File: config.mk
export PLATFORM = sky130hd
export DESIGN_NAME = receiver
export DESIGN_NICKNAME = d
export VERILOG_FILES = /design/src/rtl/uart_pkg.sv /design/src/rtl/fsm_rx.sv /design/src/rtl/receiver.sv
export SDC_FILE = /design/constraint.sdc
export NUM_CORES = 1
export LEC_CHECK = 0
export BUFFER_PORTS_ARGS = -buffer_cell sky130_fd_sc_hd__buf_4
export CORE_MARGIN = 5
export CORE_UTILIZATION = 42
export CTS_CLUSTER_SIZE = 20
export DETAILED_ROUTE_END_ITERATION = 6
export GPL_TIMING_DRIVEN = 0
export PLACE_DENSITY = 0.59
export SLEW_MARGIN = 40
export SYNTH_ARGS = -nofsm -noshare
export SYNTH_HDL_FRONTEND = slang
export SYNTH_SLANG_ARGS = --single-unit
File: constraint.sdc
create_clock -name i_clk -period 2.6 [get_ports i_clk]
set_input_delay 0.13 -clock i_clk [delete_from_list [all_inputs] [get_ports i_clk]]
set_output_delay 0.13 -clock i_clk [all_outputs]
set_load 0.01 [all_outputs]
File: src/rtl/uart_pkg.sv
// Shared UART definitions: receiver state encoding, frame bit levels and parity helper.
package uart_pkg;

  typedef enum logic [2:0] {IDLE, START, DATA, PARITY, STOP} rx_state_t;

  localparam logic START_BIT = 1'b0;
  localparam logic STOP_BIT  = 1'b1;
  localparam int   DATA_BITS = 8;

  function automatic logic parity_of(input logic [DATA_BITS-1:0] data, input logic odd);
    return odd ? ~^data : ^data;
  endfunction

endpackage

File: src/rtl/fsm_rx.sv
// Receive sequencer: tracks frame position with a bit-period counter and data index,
// and raises one-cycle enables at each mid-bit sample point.
module fsm_rx
  import uart_pkg::*;
#(
  parameter int CLKS_PER_BIT = 8
) (
  input  logic clk,
  input  logic rst,
  input  logic rx_s,
  input  logic rx_d,
  output logic shift_en,
  output logic parity_en,
  output logic done_en,
  output logic busy
);

  localparam int CNT_W = $clog2(CLKS_PER_BIT);
  localparam logic [CNT_W-1:0] HALF = CNT_W'(CLKS_PER_BIT/2 - 1);
  localparam logic [CNT_W-1:0] FULL = CNT_W'(CLKS_PER_BIT - 1);
  localparam logic [2:0]       LAST = 3'(DATA_BITS - 1);

  rx_state_t        state;
  logic [CNT_W-1:0] cnt;
  logic [2:0]       idx;
  logic             bit_end;

  assign bit_end = (cnt == FULL);

  always_ff @(posedge clk or posedge rst) begin
    if (rst) begin
      state <= IDLE;
      cnt   <= '0;
      idx   <= '0;
    end else begin
      case (state)
        // Requires a genuine high-to-low edge, so a line stuck low never restarts
        IDLE: if (rx_d == STOP_BIT && rx_s == START_BIT) begin
          cnt   <= '0;
          state <= START;
        end
        START: if (cnt == HALF) begin
          cnt   <= '0;
          state <= (rx_s == START_BIT) ? DATA : IDLE;
        end else begin
          cnt <= cnt + CNT_W'(1);
        end
        DATA: if (bit_end) begin
          cnt <= '0;
          idx <= idx + 3'd1;
          if (idx == LAST) state <= PARITY;
        end else begin
          cnt <= cnt + CNT_W'(1);
        end
        PARITY, STOP: if (bit_end) begin
          cnt   <= '0;
          state <= (state == PARITY) ? STOP : IDLE;
        end else begin
          cnt <= cnt + CNT_W'(1);
        end
        default: state <= IDLE;
      endcase
    end
  end

  assign shift_en  = (state == DATA)   && bit_end;
  assign parity_en = (state == PARITY) && bit_end;
  assign done_en   = (state == STOP)   && bit_end;
  assign busy      = (state != IDLE);

endmodule

File: src/rtl/receiver.sv
// UART receiver: synchronizes the serial line, assembles 8N-parity-1 frames and
// reports each byte with a one-cycle done strobe plus parity/framing status.
module receiver
  import uart_pkg::*;
#(
  parameter int CLKS_PER_BIT = 8,
  parameter bit PARITY_ODD   = 1'b0
) (
  input  logic       i_clk,
  input  logic       i_reset,
  input  logic       i_Rxdatain,
  output logic [7:0] o_dataout,
  output logic       o_Rxdone,
  output logic       o_parity_err,
  output logic       o_frame_err,
  output logic       o_busy
);

  logic                 sync1, rx_s, rx_d;
  logic [DATA_BITS-1:0] shift_reg;
  logic                 parity_bit;
  logic                 shift_en, parity_en, done_en, busy;

  // Sync chain resets to the idle level so reset release never looks like a start edge
  always_ff @(posedge i_clk or posedge i_reset) begin
    if (i_reset) begin
      sync1 <= 1'b1;
      rx_s  <= 1'b1;
      rx_d  <= 1'b1;
    end else begin
      sync1 <= i_Rxdatain;
      rx_s  <= sync1;
      rx_d  <= rx_s;
    end
  end

  fsm_rx #(.CLKS_PER_BIT(CLKS_PER_BIT)) u_fsm (
    .clk       (i_clk),
    .rst       (i_reset),
    .rx_s      (rx_s),
    .rx_d      (rx_d),
    .shift_en  (shift_en),
    .parity_en (parity_en),
    .done_en   (done_en),
    .busy      (busy)
  );

  always_ff @(posedge i_clk or posedge i_reset) begin
    if (i_reset) begin
      shift_reg    <= '0;
      parity_bit   <= 1'b0;
      o_dataout    <= '0;
      o_parity_err <= 1'b0;
      o_frame_err  <= 1'b0;
      o_Rxdone     <= 1'b0;
    end else begin
      o_Rxdone <= done_en;
      if (shift_en)  shift_reg  <= {rx_s, shift_reg[DATA_BITS-1:1]};
      if (parity_en) parity_bit <= rx_s;
      if (done_en) begin
        o_dataout    <= shift_reg;
        o_parity_err <= (parity_bit != parity_of(shift_reg, PARITY_ODD));
        o_frame_err  <= (rx_s != STOP_BIT);
      end
    end
  end

  assign o_busy = busy;

endmodule

; ---- After elaboration in Yosys (flattened, before gate mapping)
; Index checks and enable logic that the tools add are counted.
[word_totals]
regBits = 32
output_inout_bits = 12
word_cells = 53
[op_classes]
addsub = 2
eq_ne = 13
mux = 12
bitwise = 1
n_reduce_logical = 13
[op_table]
columns = op, count
row1 = 2-to-1 mux 3 bit, 9
row2 = one-hot mux 3 bit (4 select lines), 1
row3 = inequality test 2 x 1 -> 1 bit (second input constant), 5
row4 = == test 3 x 2 -> 1 bit (second input constant), 3
row5 = == test 3 bit (second input constant), 3
row6 = one-hot mux 3 bit (3 select lines), 1
row7 = XOR reduction 8 bit, 1
row8 = adder 3 x 1 -> 3 bit (second input constant), 2
row9 = nonzero test 3 bit, 2
row10 = AND reduction 5 bit, 1
row11 = logical AND 1 bit, 4
row12 = AND reduction 2 bit, 2
row13 = == test 3 x 1 -> 1 bit (second input constant), 1
row14 = logical NOT 3 bit, 1
row15 = OR reduction 3 bit, 1
row16 = 2-to-1 mux 2 bit, 1
row17 = OR reduction 2 bit, 1
row18 = inequality test 1 bit, 1
row19 = inverter 1 bit, 1

; ---- Longest topological paths before layout
; Gate-level depths: netlist of the first run.
[logic_depth]
ltp_word = 4
mapped_depth = 6
mapped_depth_nobuf = 6

; ---- Modules after synthesis
; A second synthesis of the first run with hierarchy kept.
[hier_totals]
hier_cells = 108
area_unflattened_um2 = 1482.7
[modules_own_cells]
columns = mod, n_inst, cells_each, area_per_inst_um2, seq_area_each_um2
row1 = receiver, 1, 53, 893.4, 579.3
row2 = fsm_rx, 1, 55, 589.3, 225.2

; ---- Worst setup path after synthesis of the first run
; Ideal clock, no wire load.
[synth_path]
path_kind = register to register
start = register u_fsm.cnt[0]
end = register shift_reg[0]
setup_ps = 125
t_arrival_ps = 1545
required_ps = 2475
path_slack_ps = 930
stages_incl_launch_ff = 7
n_path_buf = 1
cell_sequence = dfrtp_1 -> ha_1 -> ha_1 -> nand2_1 -> nor3_2 -> buf_4 -> mux2_2
[synth_between]
elab_chain_len = 2
[synth_lines]
columns = element, line
row1 = "start, declared", fsm_rx.sv:24  ; logic [CNT_W-1:0] cnt;
row2 = "start signal, assigned", fsm_rx.sv:46  ; cnt <= cnt + CNT_W'(1);
row3 = "start signal, assigned", fsm_rx.sv:53  ; cnt <= cnt + CNT_W'(1);
row4 = "start signal, assigned", fsm_rx.sv:59  ; cnt <= cnt + CNT_W'(1);
row5 = == test 3 bit, fsm_rx.sv:28  ; assign bit_end = (cnt == FULL);
row6 = logical AND 1 bit, fsm_rx.sv:66  ; assign shift_en = (state == DATA) && bit_end;
row7 = "end signal, assigned", receiver.sv:58  ; if (shift_en) shift_reg <= {rx_s, shift_reg[DATA_BITS-1:1]};
row8 = "end, declared", receiver.sv:20  ; logic [DATA_BITS-1:0] shift_reg;
; No other way between the ends.
; A chain may end at the register's enable or synchronous reset.

; ---- Worst setup path after layout of the first run
[layout_path]
start = register u_fsm.cnt[0]
end = register u_fsm.idx[1]
[layout_between]
elab_chain_len = 2
[layout_lines]
columns = element, line
row1 = == test 3 bit, fsm_rx.sv:28
row2 = AND reduction 2 bit (no source line), --
row3 = "end signal, assigned", fsm_rx.sv:50  ; idx <= idx + 3'd1;
row4 = "end, declared", fsm_rx.sv:25  ; logic [2:0] idx;
; No other way between the ends.

==> key figures, run 1 <==
Synth
  • Synth cell types: 30
  • Cell count after synthesis: between 100 and 150
  • Number of synthesis warnings: 0
  • Syn Nets: roughly 140
  • Cell Area, Synth: between 0.001 and 0.0015 mm2
  • Post-synthesis register bit count: 32
  • Post-synthesis sequential area ratio: 0.555
  • Avg Inst Size Synth: around 11 um2

Detailed routing
  • Via density: between 4 and 5
  • Drt drc: 0
  • 1st-pass router iterations: 4
  • Vias: 955
  • DR WL/cell: roughly 13 um
  • ANT nets after route: 0
  • Initial drt markers: 73
  • Final wirelength: 2.58 mm

Timing
  • RSZ-0062 raised after global routing: false
  • Smallest hold slack: around 360 ps
  • Fin. Hold Viols: 0
  • Final Slew Violations: 0
  • Tmin final: between 1500 and 2000 ps
  • Setup_tns: 0 ps
  • Worst-Margin Slew: approximately 680 ps
  • Final period utilization: 0.741
  • Setup violators final: 0
  • Relative slew slack: 0.549
  • Fin Clk Skew: roughly 11 ps
  • Fmax achieved: 519 MHz

Setup path
  • FF-to-FF Start: u_fsm.cnt[0]$_DFFE_PP0P_
  • Critical path, cell by cell: ha_1, ha_1, nand2_1, nor3_2, buf_4, mux2_2
  • CP Capture Type: flop
  • CP top delay family: adder cells
  • Most used cell, CP: ha_1
  • Required time worst endpoint: between 2000 and 3000 ps
  • CP bufs+invs: 1
  • CP Max Fanout: 10
  • CP Launch Type: flop
  • Worst R2R End: u_fsm.idx[1]$_DFFE_PP0P_
  • Worst setup path category: flop to flop
  • Delay of the slowest critical-path stage: 390 ps
  • FF-to-FF setup slack: ~670 ps
  • Worst reg-to-reg path cell count: 6
  • Critical path's slowest cell: dfrtp_1
  • Crit path DAT: around 2200 ps

Pwr
  • Leak Pwr: roughly 0.88 nW
  • PD cells: 754 mW/mm2
  • Worst vdd ir: around 0.00040 V

Die
  • Die width: 68.8 um
  • I/O pin cnt: 15
  • Die outline area: 0.00473 mm2
  • CORE AREA: 0.00334 mm2
  • FP Rows: 21
  • Starting Density: 0.435
  • Die height: 68.8 um

Finish
  • Diodes inserted: 0
  • Register area: 805 um2
  • Commonest non-fill, non-tap cell in the layout: nand2_1
  • Multi-input gate area: slightly below 600 um2
  • Most frequent cells in the layout: 30 x nand2_1, 29 x dfrtp_1, 15 x buf_4
  • Nets@finish: 160
  • Layout cell share with drive strength beyond 1: 0.303
  • Final instance area: between 0.0015 and 0.002 mm2
  • Fillers: ~330
  • Area delta synth->final: 16.8%

Clocking
  • Clock sink total: 32
  • Clock-pin slew on the worst setup and hold paths: about 110 ps
  • PostCTS Resize Cnt: 0
  • Clock Tree Root: clkbuf_4
  • Worst skew pair latency: approximately 340 ps
  • CTS tree: built
  • H-tree depth: 2
  • Total CTS buffers: 5
  • Clock Path Buffers: 2

Min path
  • Hold Path Class: flop to flop
  • Hold Crit Depth: 0
  • Hold Path Sink: rx_s$_DFF_PP1_
  • Hold_sp: sync1$_DFF_PP1_

Global route
  • Initial antenna violation count: 0
  • Vias in the first global route: just under 1000
  • Largest net degree at the start of global routing: 33
  • First-pass GRT wire length: around 4.6 mm
  • Total GRT Usage: 0.137
  • Remaining Overflow, GRT: 0

Place
  • DP Wirelength: ~1.8 mm
  • Gpl congestion: between 0.7 and 0.8
  • Number of buffers added on ports: 14
  • Post-place instance area: between 0.0015 and 0.002 mm2

Outcome
  • Status: completed

Flow run
  • Max-cap violation count: 0
synthesized netlist by cell type:
| library cell | n | share of area |
|---|---|---|
| o21ai_0 | 3 | 0.010 |
| buf_6 | 1 | 0.0078 |
| a22oi_1 | 1 | 0.0052 |
| buf_2 | 3 | 0.010 |
| xnor3_1 | 1 | 0.016 |
| nand3_1 | 2 | 0.0069 |
| o21a_1 | 1 | 0.0052 |
| or3_4 | 1 | 0.0078 |
| nand2b_1 | 2 | 0.0086 |
| ha_1 | 6 | 0.052 |
| nor4b_1 | 1 | 0.0060 |
| dfrtp_1 | 29 | 0.50 |
| dfstp_2 | 3 | 0.054 |
| inv_1 | 5 | 0.013 |
| xor2_1 | 3 | 0.018 |
| nor3_2 | 1 | 0.0069 |
| nor2_1 | 7 | 0.018 |
| nand2_1 | 30 | 0.078 |
| mux2_2 | 11 | 0.085 |
| o21ai_1 | 1 | 0.0034 |
| buf_4 | 1 | 0.0052 |
| xnor2_1 | 4 | 0.024 |
| clkinv_1 | 1 | 0.0026 |
| o2bb2ai_1 | 1 | 0.0060 |
| o21ai_2 | 1 | 0.0060 |
| nor2b_1 | 2 | 0.0086 |
| o221ai_2 | 1 | 0.010 |
| a32o_1 | 1 | 0.0069 |
| a21oi_1 | 3 | 0.010 |
| a222oi_1 | 1 | 0.0069 |
cell type report:
type / count / share of cell area
repair buffers: 16 / 0.0739
inverters: 6 / 0.0133
clock buffers: 6 / 0.0303
clock inverters: 2 / 0.00591
well taps: 46 / 0.0340
multi-input cells: 85 / 0.348
plain buffers: 5 / 0.0199
flip-flops and latches: 32 / 0.475
power by group:
| group | total [mW] | switching (mW) | leakage [nW] | internal (mW) |
|---|---|---|---|---|
| registers | 0.601 | 0.0414 | 0.427 | 0.560 |
| clock network | 0.304 | 0.175 | 0.0380 | 0.129 |
| logic | 0.373 | 0.190 | 0.414 | 0.183 |
routing by layer:
| metal | vias to the layer above | part of all wire | track usage | routed length, um |
|---|---|---|---|---|
| li1 | 469 | - | - | - |
| met5 | - | 0 | 0 | 0 |
| met2 | 12 | 0.50 | 0.212 | 1280 |
| met3 | 5 | 0.036 | 0.0405 | 92 |
| met1 | 469 | 0.45 | 0.166 | 1160 |
| met4 | 0 | 0.019 | 0.0876 | 48 |
worst max path at each step:
| stage | from | end | slack, ps | cells after the start |
|---|---|---|---|---|
| global placement | u_fsm.cnt[0]$_DFFE_PP0P_ | shift_reg[2]$_DFFE_PP0P_ | 720 | 6 |
| CTS | u_fsm.cnt[0]$_DFFE_PP0P_ | u_fsm.idx[1]$_DFFE_PP0P_ | 640 | 6 |
| finish | u_fsm.cnt[0]$_DFFE_PP0P_ | u_fsm.idx[1]$_DFFE_PP0P_ | 670 | 6 |
| global route | u_fsm.cnt[0]$_DFFE_PP0P_ | u_fsm.idx[1]$_DFFE_PP0P_ | 530 | 6 |
| floorplan | u_fsm.cnt[0]$_DFFE_PP0P_ | shift_reg[0]$_DFFE_PP0P_ | 930 | 6 |
| detailed placement | u_fsm.cnt[0]$_DFFE_PP0P_ | u_fsm.idx[1]$_DFFE_PP0P_ | 690 | 6 |
repair_timing:
item,in CTS,in global routing
hold buffers,2,0
endpoints found under the hold margin,30,0
endpoints found under the setup margin,0,0
setup buffers,0,0
metrics by stage:
| stage | utilization | instances | total power [mW] | setup WS (ps) |
|---|---|---|---|---|
| after floorplan | - | 128 | 0.902 | 930 |
| after global placement | 0.483 | 188 | 0.968 | 721 |
| after detailed placement | 0.483 | 188 | 0.985 | 694 |
| after CTS | 0.508 | 198 | 1.29 | 645 |
| after global routing | 0.508 | 198 | 1.36 | 529 |
| final | 0.508 | 198 | 1.28 | 674 |
cells by family (layout without fill, tap and decap cells):
kind of cell / after synthesis / in the layout / synth area share
AND/OR/NAND/NOR: 46 / 46 / 0.141
adder cells (fa/ha/maj): 6 / 6 / 0.0518
buffers and inverters: 11 / 35 / 0.0388
XOR/XNOR: 8 / 8 / 0.0578
multiplexers: 11 / 11 / 0.0854
AO/OA/AOI/OAI: 14 / 14 / 0.0707
flip-flops: 32 / 32 / 0.555
Note: power is estimated with default switching activity, not from simulation.
==> run 2: changes to the inputs <==
--- a/config.mk
+++ b/config.mk
@@ -5,13 +5,14 @@
 export SDC_FILE = /design/constraint.sdc
 export NUM_CORES = 1
 export LEC_CHECK = 0
+export ABC_AREA = 1
 export BUFFER_PORTS_ARGS = -buffer_cell sky130_fd_sc_hd__buf_4
 export CORE_MARGIN = 5
 export CORE_UTILIZATION = 42
 export CTS_CLUSTER_SIZE = 20
 export DETAILED_ROUTE_END_ITERATION = 6
 export GPL_TIMING_DRIVEN = 0
-export PLACE_DENSITY = 0.59
+export PLACE_DENSITY = 0.61
 export SLEW_MARGIN = 40
 export SYNTH_ARGS = -nofsm -noshare
 export SYNTH_HDL_FRONTEND = slang
==> constraint.sdc (replaced) <==
create_clock -name i_clk -period 1.71 [get_ports i_clk]
set_input_delay 0.0855 -clock i_clk [delete_from_list [all_inputs] [get_ports i_clk]]
set_output_delay 0.0855 -clock i_clk [all_outputs]
set_load 0.01 [all_outputs]
==> run 2 against run 1 <==
Compared with the run above: sequential power grew 52%; critical endpoint is now o_parity_err$_DFFE_PP0P_; area after synthesis up 9.3%; combinational power up 35%; cell count increased by 22%; cell area up 11%; first-iteration DRC count down 42%; wire length increased by 7.4%; total power rose by 57%; synthesized cell count grew 32%; clock power increased by 94%; flip-flop and latch count unchanged; worst setup slack lost 500 ps.
==> key figures, run 2 <==
Global route
  • First-pass GRT wire length: 4.69 mm (+2.4%)
  • Remaining Overflow, GRT: 0 (unchanged)
  • Total GRT Usage: 0.121 (-0.0167)
  • Largest net degree at the start of global routing: 33 (unchanged)
  • Vias in the first global route: 1077 (+11%)
  • Initial antenna violation count: 0 (unchanged)

Flow run
  • Max-cap violation count: 0 (unchanged)

Setup path
  • CP Max Fanout: 10 (unchanged)
  • CP Launch Type: flop
  • Worst setup path category: flop to flop
  • Required time worst endpoint: 1880 ps (-950 ps)
  • Crit path DAT: 1710 ps (-440 ps)
  • CP Capture Type: flop

Detailed routing
  • Max layer used: met4
  • WL met2: 1.33 mm (+3.4%)
  • DR WL met3: 115 um (+25%)
  • DR WL/cell: 11.5 um (-12%)
  • Initial drt markers: 42 (-42%)
  • ANT nets after route: 0 (unchanged)
  • DRT met1 WL: 1.26 mm (+8.3%)
  • Via density: 4.68 (-2.9%)
  • Final wirelength: 2.77 mm (+7.4%)
  • Vias: 1129 (+18%)
  • Drt drc: 0 (unchanged)
  • 1st-pass router iterations: 4 (unchanged)

Synth
  • Most common cell in the synthesized netlist: nand2_1
  • Post-synthesis register bit count: 32 (unchanged)
  • Number of synthesis warnings: 0 (unchanged)
  • Post-synth EDFFs: 0 (unchanged)
  • Post-synthesis sequential area ratio: 0.507 (-0.0473)
  • Biggest area consumer among synthesized cells: dfrtp_1
  • Syn Nets: 178 (+30%)
  • Synth cell types: 25 (-17%)
  • Asr flop ratio synth: 1.00 (unchanged)
  • Synth top area cells: dfrtp_1 46%, nand2_1 13%, o21ai_2 9.4%
  • Synth cell count leaders: 54 x nand2_1, 29 x dfrtp_1, 25 x inv_1
  • Avg Inst Size Synth: 9.38 um2 (-17%)
  • Cell count after synthesis: 169 (+32%)
  • Cell Area, Synth: 0.00159 mm2 (+9.3%)
  • Main synth FF type: dfrtp_1
  • Yosys top cell area share: 0.458 (-0.0427)

Timing
  • Worst-Margin Slew: 662 ps (-14.1 ps)
  • Post-route setup slack: 172 ps (-502 ps)
  • Final Slew Violations: 0 (unchanged)
  • RSZ-0062 raised after global routing: false
  • Final period utilization: 0.899 (+0.159)
  • Tmin final: 1540 ps (-388 ps)
  • Fin Clk Skew: 3.08 ps (-7.67 ps)
  • Setup violators final: 0 (unchanged)
  • Fmax achieved: 650 MHz (+25%)
  • Relative slew slack: 0.558 (+0.00941)
  • Fin. Hold Viols: 0 (unchanged)
  • Setup_tns: 0 ps (unchanged)

Clocking
  • Postcts setup bufs: 0 (unchanged)
  • Total CTS buffers: 5 (unchanged)
  • Clock-pin slew on the worst setup and hold paths: 60 ps (-50 ps)
  • Clock Tree Root: clkbuf_8
  • Clock Path Buffers: 2 (unchanged)
  • H-tree depth: 2 (unchanged)
  • Clock sink total: 32 (unchanged)
  • Worst skew pair latency: 280 ps (-60 ps)
  • CTS tree: built

Place
  • Post-place instance area: 0.00175 mm2 (+8.5%)
  • DP Wirelength: 1.99 mm (+8.9%)
  • Number of buffers added on ports: 14 (unchanged)
  • Gpl congestion: 0.875 (+9.4%)
  • Setup WS pre-CTS: 59.0 ps (-635 ps)

Finish
  • Most frequent cells in the layout: 54 x nand2_1, 29 x dfrtp_1, 24 x inv_1
  • Fillers: 350 (+7.0%)
  • Util after Layout: 0.512 (+0.00393)
  • Diodes inserted: 0 (unchanged)
  • Final instance area: 0.00187 mm2 (+11%)
  • Layout cell share with drive strength beyond 1: 0.285 (-0.0177)
  • Nets@finish: 201 (+26%)
  • Commonest non-fill, non-tap cell in the layout: nand2_1
  • Area delta synth->final: 18.2%

Pwr
  • PD cells: 1070 mW/mm2 (+42%)
  • Leak Pwr: 0.958 nW (+9.0%)
  • Pwr Total: 2.01 mW (+57%)
  • Worst vdd ir: 0.000532 V (+34%)

Die
  • Die outline area: 0.00510 mm2 (+7.9%)
  • Starting Density: 0.433 (-0.00156)
  • I/O pin cnt: 15 (unchanged)
  • Die height: 71.4 um (+3.9%)
  • FP Rows: 22 (+4.8%)
  • Die width: 71.4 um (+3.9%)
  • CORE AREA: 0.00366 mm2 (+9.7%)

Outcome
  • Status: completed

Min path
  • Hold Path Class: flop to flop
==> run 2: cell count changes after synthesis, moves of 3 or more <==
cell | previous run | this run
inv_1 | 5 | 25
nor2_1 | 7 | 3
a21oi_1 | 3 | 0
xor2_1 | 3 | 0
nand2_1 | 30 | 54
nand3_1 | 2 | 7
o21ai_2 | 1 | 17
buf_2 | 3 | 0
mux2_2 | 11 | 0
==> run 2: stage by stage <==
step,hold slack [ps],std cells
6_report,356,241
4_1_cts,357,241
3_3_place_gp,194,231
2_1_floorplan,90.0,169
3_5_place_dp,195,231
5_1_grt,364,241
==> run 2: path summary, 6_finish.rpt <==
kind                                               start                       end  slack [ps]  cells after the start
worst min register to register           sync1$_DFF_PP1_            rx_s$_DFF_PP1_         360                      0
worst min-delay path                     sync1$_DFF_PP1_            rx_s$_DFF_PP1_         360                      0
worst max register to register  u_fsm.cnt[0]$_DFFE_PP0P_  o_parity_err$_DFFE_PP0P_         170                      8
max in group asynchronous                        i_reset  u_fsm.idx[0]$_DFFE_PP0P_         820                      3
min in group asynchronous                        i_reset  u_fsm.cnt[2]$_DFFE_PP0P_         460                      3
worst max-delay path            u_fsm.cnt[0]$_DFFE_PP0P_  o_parity_err$_DFFE_PP0P_         170                      8
==> run 2: cell type report <==
type	count	area [um2]	area share
Sequential cell	32	805	0.430
Multi-Input combinational cell	107	654	0.349
Timing Repair Buffer	16	125	0.0668
Inverter	28	108	0.0574
Clock buffer	8	90.1	0.0481
Tap cell	48	60.1	0.0321
Buffer	2	31.3	0.0167
==> run 2: critical path: stages (launching register included) <==
cell and delay (ps):
dfrtp_1 390, ha_1 250, ha_4 190, inv_1 90
nor2_4 160, inv_4 90, buf_12 150, nand2_1 50
nand2_1 50
==> run 2: timing repair <==
item                       in CTS  in global routing
hold endpoints to repair       30                  0
setup endpoints to repair       0                 10
gates resized for setup         0                  2
hold buffers                    2                  0
==> run 2: kinds of logic after synthesis <==
logic type | Yosys count | share of synthesized area
AND/OR/NAND/NOR | 71 | 0.200
flip-flops | 32 | 0.508
buffers and inverters | 30 | 0.0876
AO/OA/AOI/OAI | 26 | 0.127
adder cells (fa/ha/maj) | 6 | 0.0474
XOR/XNOR | 2 | 0.0111
multiplexers | 2 | 0.0189
==> run 2: where the power goes <==
part           switching (mW)  leakage, nW  internal (mW)
combinational           0.310        0.483          0.192
sequential             0.0819        0.430          0.833
clock                   0.263       0.0455          0.328
==> run 2: layer usage <==
| layer | up-vias | global-route usage |
|---|---|---|
| met5 | - | 0 |
| met4 | 0 | 0.0626 |
| met3 | 7 | 0.0477 |
| met2 | 17 | 0.190 |
| met1 | 527 | 0.142 |
| li1 | 578 | - |
